## src/rtl/msg_fetch.sv

```systemverilog
// msg_fetch: message byte prefetcher for the decrypt sequencer.
// Reads message bytes from a memory with one cycle of read latency and
// buffers them in a small FIFO. Reads are credit-limited, so the FIFO is
// never written while full. The block also produces the preamble and message
// completion levels from the number of bytes popped.
module msg_fetch #(
  parameter int DW      = 8,
  parameter int AW      = 8,
  parameter int PRE_LEN = 8,
  parameter int DEPTH   = 4
) (
  input  logic          clk,
  input  logic          rst,
  input  logic          start,
  input  logic [AW-1:0] msg_len,
  output logic          mem_rd,
  output logic [AW-1:0] mem_addr,
  input  logic [DW-1:0] mem_data,
  output logic [DW-1:0] fIn,
  output logic          fInValid,
  input  logic          getNext,
  output logic          preambleDone,
  output logic          messageDone,
  output logic          busy
);

  localparam int PW = $clog2(DEPTH);
  localparam int CW = PW + 1;

  typedef enum logic [1:0] {IDLE, FETCH, DRAIN, DONE} state_t;

  state_t        state, state_nxt;
  logic [AW-1:0] len;
  logic [AW-1:0] rd_addr;
  logic [AW-1:0] pop_cnt;
  logic          in_flight;
  logic [CW-1:0] occ;
  logic [PW-1:0] wr_ptr, rd_ptr;
  logic [DW-1:0] fifo [DEPTH];
  logic          pre_done, msg_done;

  logic          accept, issue, push, pop, last_read, last_pop, pre_hit;
  logic [CW:0]   credit;

  // Datapath decode: read credit, push/pop qualifiers and end-of-message detection.
  always_comb begin
    // NOTE: combinational blocks use blocking '=' so later lines see the value just computed.
    accept    = start && ((state == IDLE) || (state == DONE));
    credit    = {1'b0, occ} + (CW+1)'(in_flight);
    issue     = (state == FETCH) && (rd_addr < len) && (credit < (CW+1)'(DEPTH));
    push      = in_flight;
    pop       = getNext && (occ != '0);
    last_read = issue && (rd_addr == len - AW'(1));
    last_pop  = pop && (pop_cnt == len - AW'(1));
    // A message shorter than the preamble completes its preamble on the last pop.
    pre_hit   = (int'(pop_cnt) + 1 >= PRE_LEN) || last_pop;
  end

  // Next-state logic for the fetch sequence.
  always_comb begin
    // NOTE: default assignment first so every path drives state_nxt and no latch is inferred.
    state_nxt = state;
    case (state)
      IDLE, DONE: if (start) state_nxt = (msg_len == '0) ? DONE : FETCH;
      FETCH:      if (last_read) state_nxt = DRAIN;
      DRAIN:      if (last_pop) state_nxt = DONE;
      default:    state_nxt = IDLE;
    endcase
  end

  // State register.
  always_ff @(posedge clk or negedge rst) begin
    // NOTE: sequential state uses non-blocking '<=' so all registers update from pre-edge values.
    if (!rst) state <= IDLE;
    else      state <= state_nxt;
  end

  // Counters, FIFO pointers/occupancy and the completion levels.
  always_ff @(posedge clk or negedge rst) begin
    if (!rst) begin
      len       <= '0;
      rd_addr   <= '0;
      pop_cnt   <= '0;
      in_flight <= 1'b0;
      occ       <= '0;
      wr_ptr    <= '0;
      rd_ptr    <= '0;
      pre_done  <= 1'b0;
      msg_done  <= 1'b0;
    end else if (accept) begin
      len       <= msg_len;
      rd_addr   <= '0;
      pop_cnt   <= '0;
      in_flight <= 1'b0;
      occ       <= '0;
      wr_ptr    <= '0;
      rd_ptr    <= '0;
      // An empty message is complete the moment it is accepted.
      pre_done  <= (msg_len == '0);
      msg_done  <= (msg_len == '0);
    end else begin
      in_flight <= issue;
      if (issue) rd_addr <= rd_addr + AW'(1);
      if (push)  wr_ptr  <= wr_ptr + PW'(1);
      if (pop)   rd_ptr  <= rd_ptr + PW'(1);
      occ <= occ + CW'(push) - CW'(pop);
      if (pop) begin
        pop_cnt <= pop_cnt + AW'(1);
        if (pre_hit)  pre_done <= 1'b1;
        if (last_pop) msg_done <= 1'b1;
      end
    end
  end

  // FIFO storage: capture the returning read data at the tail.
  always_ff @(posedge clk) begin
    // NOTE: storage is not reset; occupancy and pointers alone decide what is valid.
    if (push) fifo[wr_ptr] <= mem_data;
  end

  assign mem_rd       = issue;
  assign mem_addr     = issue ? rd_addr : '0;
  assign fInValid     = (occ != '0);
  assign fIn          = fInValid ? fifo[rd_ptr] : '0;
  assign busy         = (state == FETCH) || (state == DRAIN);
  assign preambleDone = pre_done;
  assign messageDone  = msg_done;

endmodule

```

## config.mk

```make
export PLATFORM = sky130hd
export DESIGN_NAME = msg_fetch
export DESIGN_NICKNAME = d
export VERILOG_FILES = /design/src/rtl/msg_fetch.sv
export SDC_FILE = /design/constraint.sdc
export NUM_CORES = 1
export LEC_CHECK = 0
export CAP_MARGIN = 20
export CORE_MARGIN = 2
export CORE_UTILIZATION = 60
export DETAILED_ROUTE_END_ITERATION = 12
export DONT_BUFFER_PORTS = 1
export PLACE_DENSITY = 0.73
export SYNTH_ARGS = -nofsm -noshare
export SYNTH_HDL_FRONTEND = slang
export SYNTH_SLANG_ARGS = --single-unit
```

## constraint.sdc

```tcl
create_clock -name clk -period 7.3 [get_ports clk]
set_input_delay 1.825 -clock clk [delete_from_list [all_inputs] [get_ports clk]]
set_output_delay 1.825 -clock clk [all_outputs]
set_load 0.01 [all_outputs]
```

==> flow_metrics.py <==
metrics = {
    "status": {
        "run_status": "finished clean",
    },
    "synthesis": {
        "synth_compound_area_share_pct": 6.765,
        "synthMuxAreaShare_pct": 6.530,
        "ys_types": 51,
        "synth_area_leader_cell": "edfxtp_1",
        "netlist.area_leader.share_pct": 25.85,
        "avgSynthCellArea_um2": 11.51,
        "syn_inst": 323,
        "synthFlopType": "dfrtp_1",
        "async_reset_ff_share_pct": 52.94,
        "synth_edf_count": 32,
        "yosys.area_share.simple_pct": 16.22,
        "synth_xor_area_share_pct": 8.415,
        "ys.warnings.count": 0,
        "synthAdderAreaFrac_pct": 7.943,
        "synth_area_um2": 3717,
        "synthTopCellsByArea": "edfxtp_1 (26%), dfrtp_1 (24%), ha_1 (7.4%)",
        "ys_seq_area_share_pct": 50.08,
        "synth_top_family_by_area": "simple AND/OR/NAND/NOR gates",
        "synth.net_count": 366,
        "ys_ff_latch": 68,
    },
    "clock_network": {
        "postCtsSetupBuffers": 0,
        "cts_sinks": 68,
        "path_clk_slew_ns": 0.08,
        "cts_hold_buf": 0,
        "cts_buffer_depth": 2,
        "cts_resized": 0,
        "numCtsBuffers": 9,
        "root_buffer": "clkbuf_8",
        "clock_latency_ns": 0.34,
        "h-tree-depth": 3,
        "cts_tree": "done",
    },
    "detailed_routing": {
        "wl_um": 6756,
        "avgViaCountPerCell": 5.743,
        "drt_pre_antenna_iters": 4,
        "wl_per_cell_um": 16.89,
        "drc": 0,
        "drt-initial-drc-count": 126,
        "num_vias": 2297,
        "antenna_left": 0,
    },
    "critical_path": {
        "worstSetupStartpoint": "len[5]",
        "worstPathRequired_ns": 5.48,
        "r2r_start": "len[5]",
        "path_max_fanout": 16,
        "end_kind": "output pin",
        "worstPathArrival_ns": 2.91,
        "startpoint_type": "register",
        "critPathKind": "register to output pin",
    },
    "global_route": {
        "grt_usage_pct": 22.53,
        "grt_max_degree": 43,
        "gr-usage-met3_pct": 5.326,
        "grt-busiest-layer": "met2",
        "grt_use_met2_pct": 33.06,
        "grt_pass1_wl_um": 11230,
        "met1_usage_pct": 31.67,
        "overflow": 0,
        "first_global_vias": 2314,
        "grt_antenna_before_repair": 0,
    },
    "placement": {
        "dpl_cell_area_um2": 3750,
        "gp_congestion": 0.8524,
        "hpwl_um": 4805,
        "port_buffers": 0,
    },
    "pwr": {
        "pwr-share-clk_pct": 21.9,
        "seq_power_share_pct": 39.2,
        "switching_share_pct": 38.42,
        "powerDensity_nw_per_um2": 372.8,
        "p_leak_uw": 0.001609,
        "ir_drop_v": 0.0002252,
        "combPwrFrac_pct": 38.9,
        "power_switching_uw": 566.9,
        "p_int_uw": 908.9,
    },
    "floorplan": {
        "num_rows": 28,
        "die_width_um": 82.71,
        "die_area_um2": 6841,
        "die_h_um": 82.71,
        "coreArea_um2": 5956,
        "io_pins": 41,
        "start_util_pct": 62.42,
    },
    "sta": {
        "max_freq_ghz": 0.2111,
        "maxSlewViolCount": 0,
        "worst_pin_slew_ns": 0.9596,
        "period_needed_ns": 4.737,
        "tns_ns": 0,
        "setup_viol": 0,
        "maxSlewHeadroom_pct": 35.79,
        "rsz0062_at_grt": "no",
        "finClkSkew_ns": 0.005738,
        "hold_viol_final": 0,
        "fin_crit_sh_pct": 64.89,
    },
    "finish": {
        "nNetsFinal": 363,
        "layout_common_cells": "dfrtp_1 (36), edfxtp_1 (32), nor2_1 (28)",
        "drive_gt1_share_pct": 11.08,
        "antenna_cells": 0,
        "area_delta_synth_final_pct": 6.496,
        "final_common_cell": "dfrtp_1",
        "fin_area_um2": 3959,
    },
    "min_path": {
        "hold_class": "register to register",
        "hold_path.startpoint": "state[1]",
    },
    "job": {
        "cap_viol_max_count": 0,
    },
}
## path summary, 6_finish.rpt
check / to / slack, ns / depth (start not counted)
worst max-delay path: mem_addr[6] / 2.56 / 6
worst min-delay path: state[1] / 0.56 / 1
worst max register to register: rd_addr[7] / 4.43 / 8
worst min register to register: state[1] / 0.56 / 1
max in group asynchronous: rd_addr[0] / 6.04 / 0
min in group asynchronous: pop_cnt[5] / 1.17 / 0
## area by class of cell
cell class	count	area, um^2
fillers	469	1997
flip-flops and latches	68	1862
multi-input cells	219	1708
clock buffers	10	137.6
well taps	75	93.84
inverters	21	78.83
clock inverters	6	71.32
repair buffers	1	7.507
## synthesized netlist by cell type, types with 2 or more instances
cell,n
dfrtp_1,36
edfxtp_1,32
nor2_1,29
ha_1,22
and2_1,20
inv_1,20
nand2_1,19
xor2_1,17
xnor2_1,16
clkbuf_1,10
o21ai_0,10
mux4_2,8
nand4_1,8
nor2b_1,7
o211ai_1,6
and3_1,5
nor3_1,5
mux2i_1,4
nand3_1,4
nor4_1,4
a211oi_1,3
a21oi_1,3
a31oi_1,3
nand2b_1,3
buf_2,2
or3_1,2
## logic make-up after synthesis
group | count (synthesis)
AO/OA/AOI/OAI | 35
multiplexers | 14
flip-flops | 68
XOR/XNOR | 34
buffers and inverters | 36
adder cells (fa/ha/maj) | 23
AND/OR/NAND/NOR | 113
## flip-flops by register name (all words and copies together), names as in the netlist
| signal | cells |
|---|---|
| messageDone | 1 |
| fifo | 32 |
| rd_addr | 8 |
| preambleDone | 1 |
| state | 2 |
| wr_ptr | 2 |
| rd_ptr | 2 |
| pop_cnt | 8 |
| in_flight | 1 |
| len | 8 |
| occ | 3 |
## routing by layer
layer / vias up / share of wire, %
met4: 0 / 1.7
met5: - / 0
li1: 1126 / -
met2: 49 / 46
met1: 1112 / 47
met3: 10 / 4.7
## critical path, stage by stage (launching register included)
cell	delay, ns
dfrtp_1	0.52
inv_1	0.16
ha_1	0.34
a211oi_1	0.30
a31oi_1	0.19
nor2_1	0.76
and2_1	0.29
## per-stage QoR
stage / power, uW / utilization, % / worst slack (ns) / hold WS (ns) / cells
floorplan: 1063 / - / 3.491 / 0.5076 / 323
global placement: 1152 / 62.96 / 3.097 / 0.5438 / 384
detailed placement: 1165 / 62.96 / 2.948 / 0.5398 / 384
CTS: 1491 / 66.47 / 2.566 / 0.5577 / 400
global route: 1594 / 66.47 / 2.287 / 0.5667 / 400
finish: 1476 / 66.47 / 2.563 / 0.5605 / 400
## power by group through the flow
stage                     sequential [uW]  combinational [uW]  clock [uW]
final                                 579                 574         323
after global routing                  595                 655         344
after CTS                             581                 581         328
after detailed placement              590                 575           0
after global placement                585                 567           0
after floorplan                       534                 528           0
Note: power is estimated with default switching activity, not from simulation.
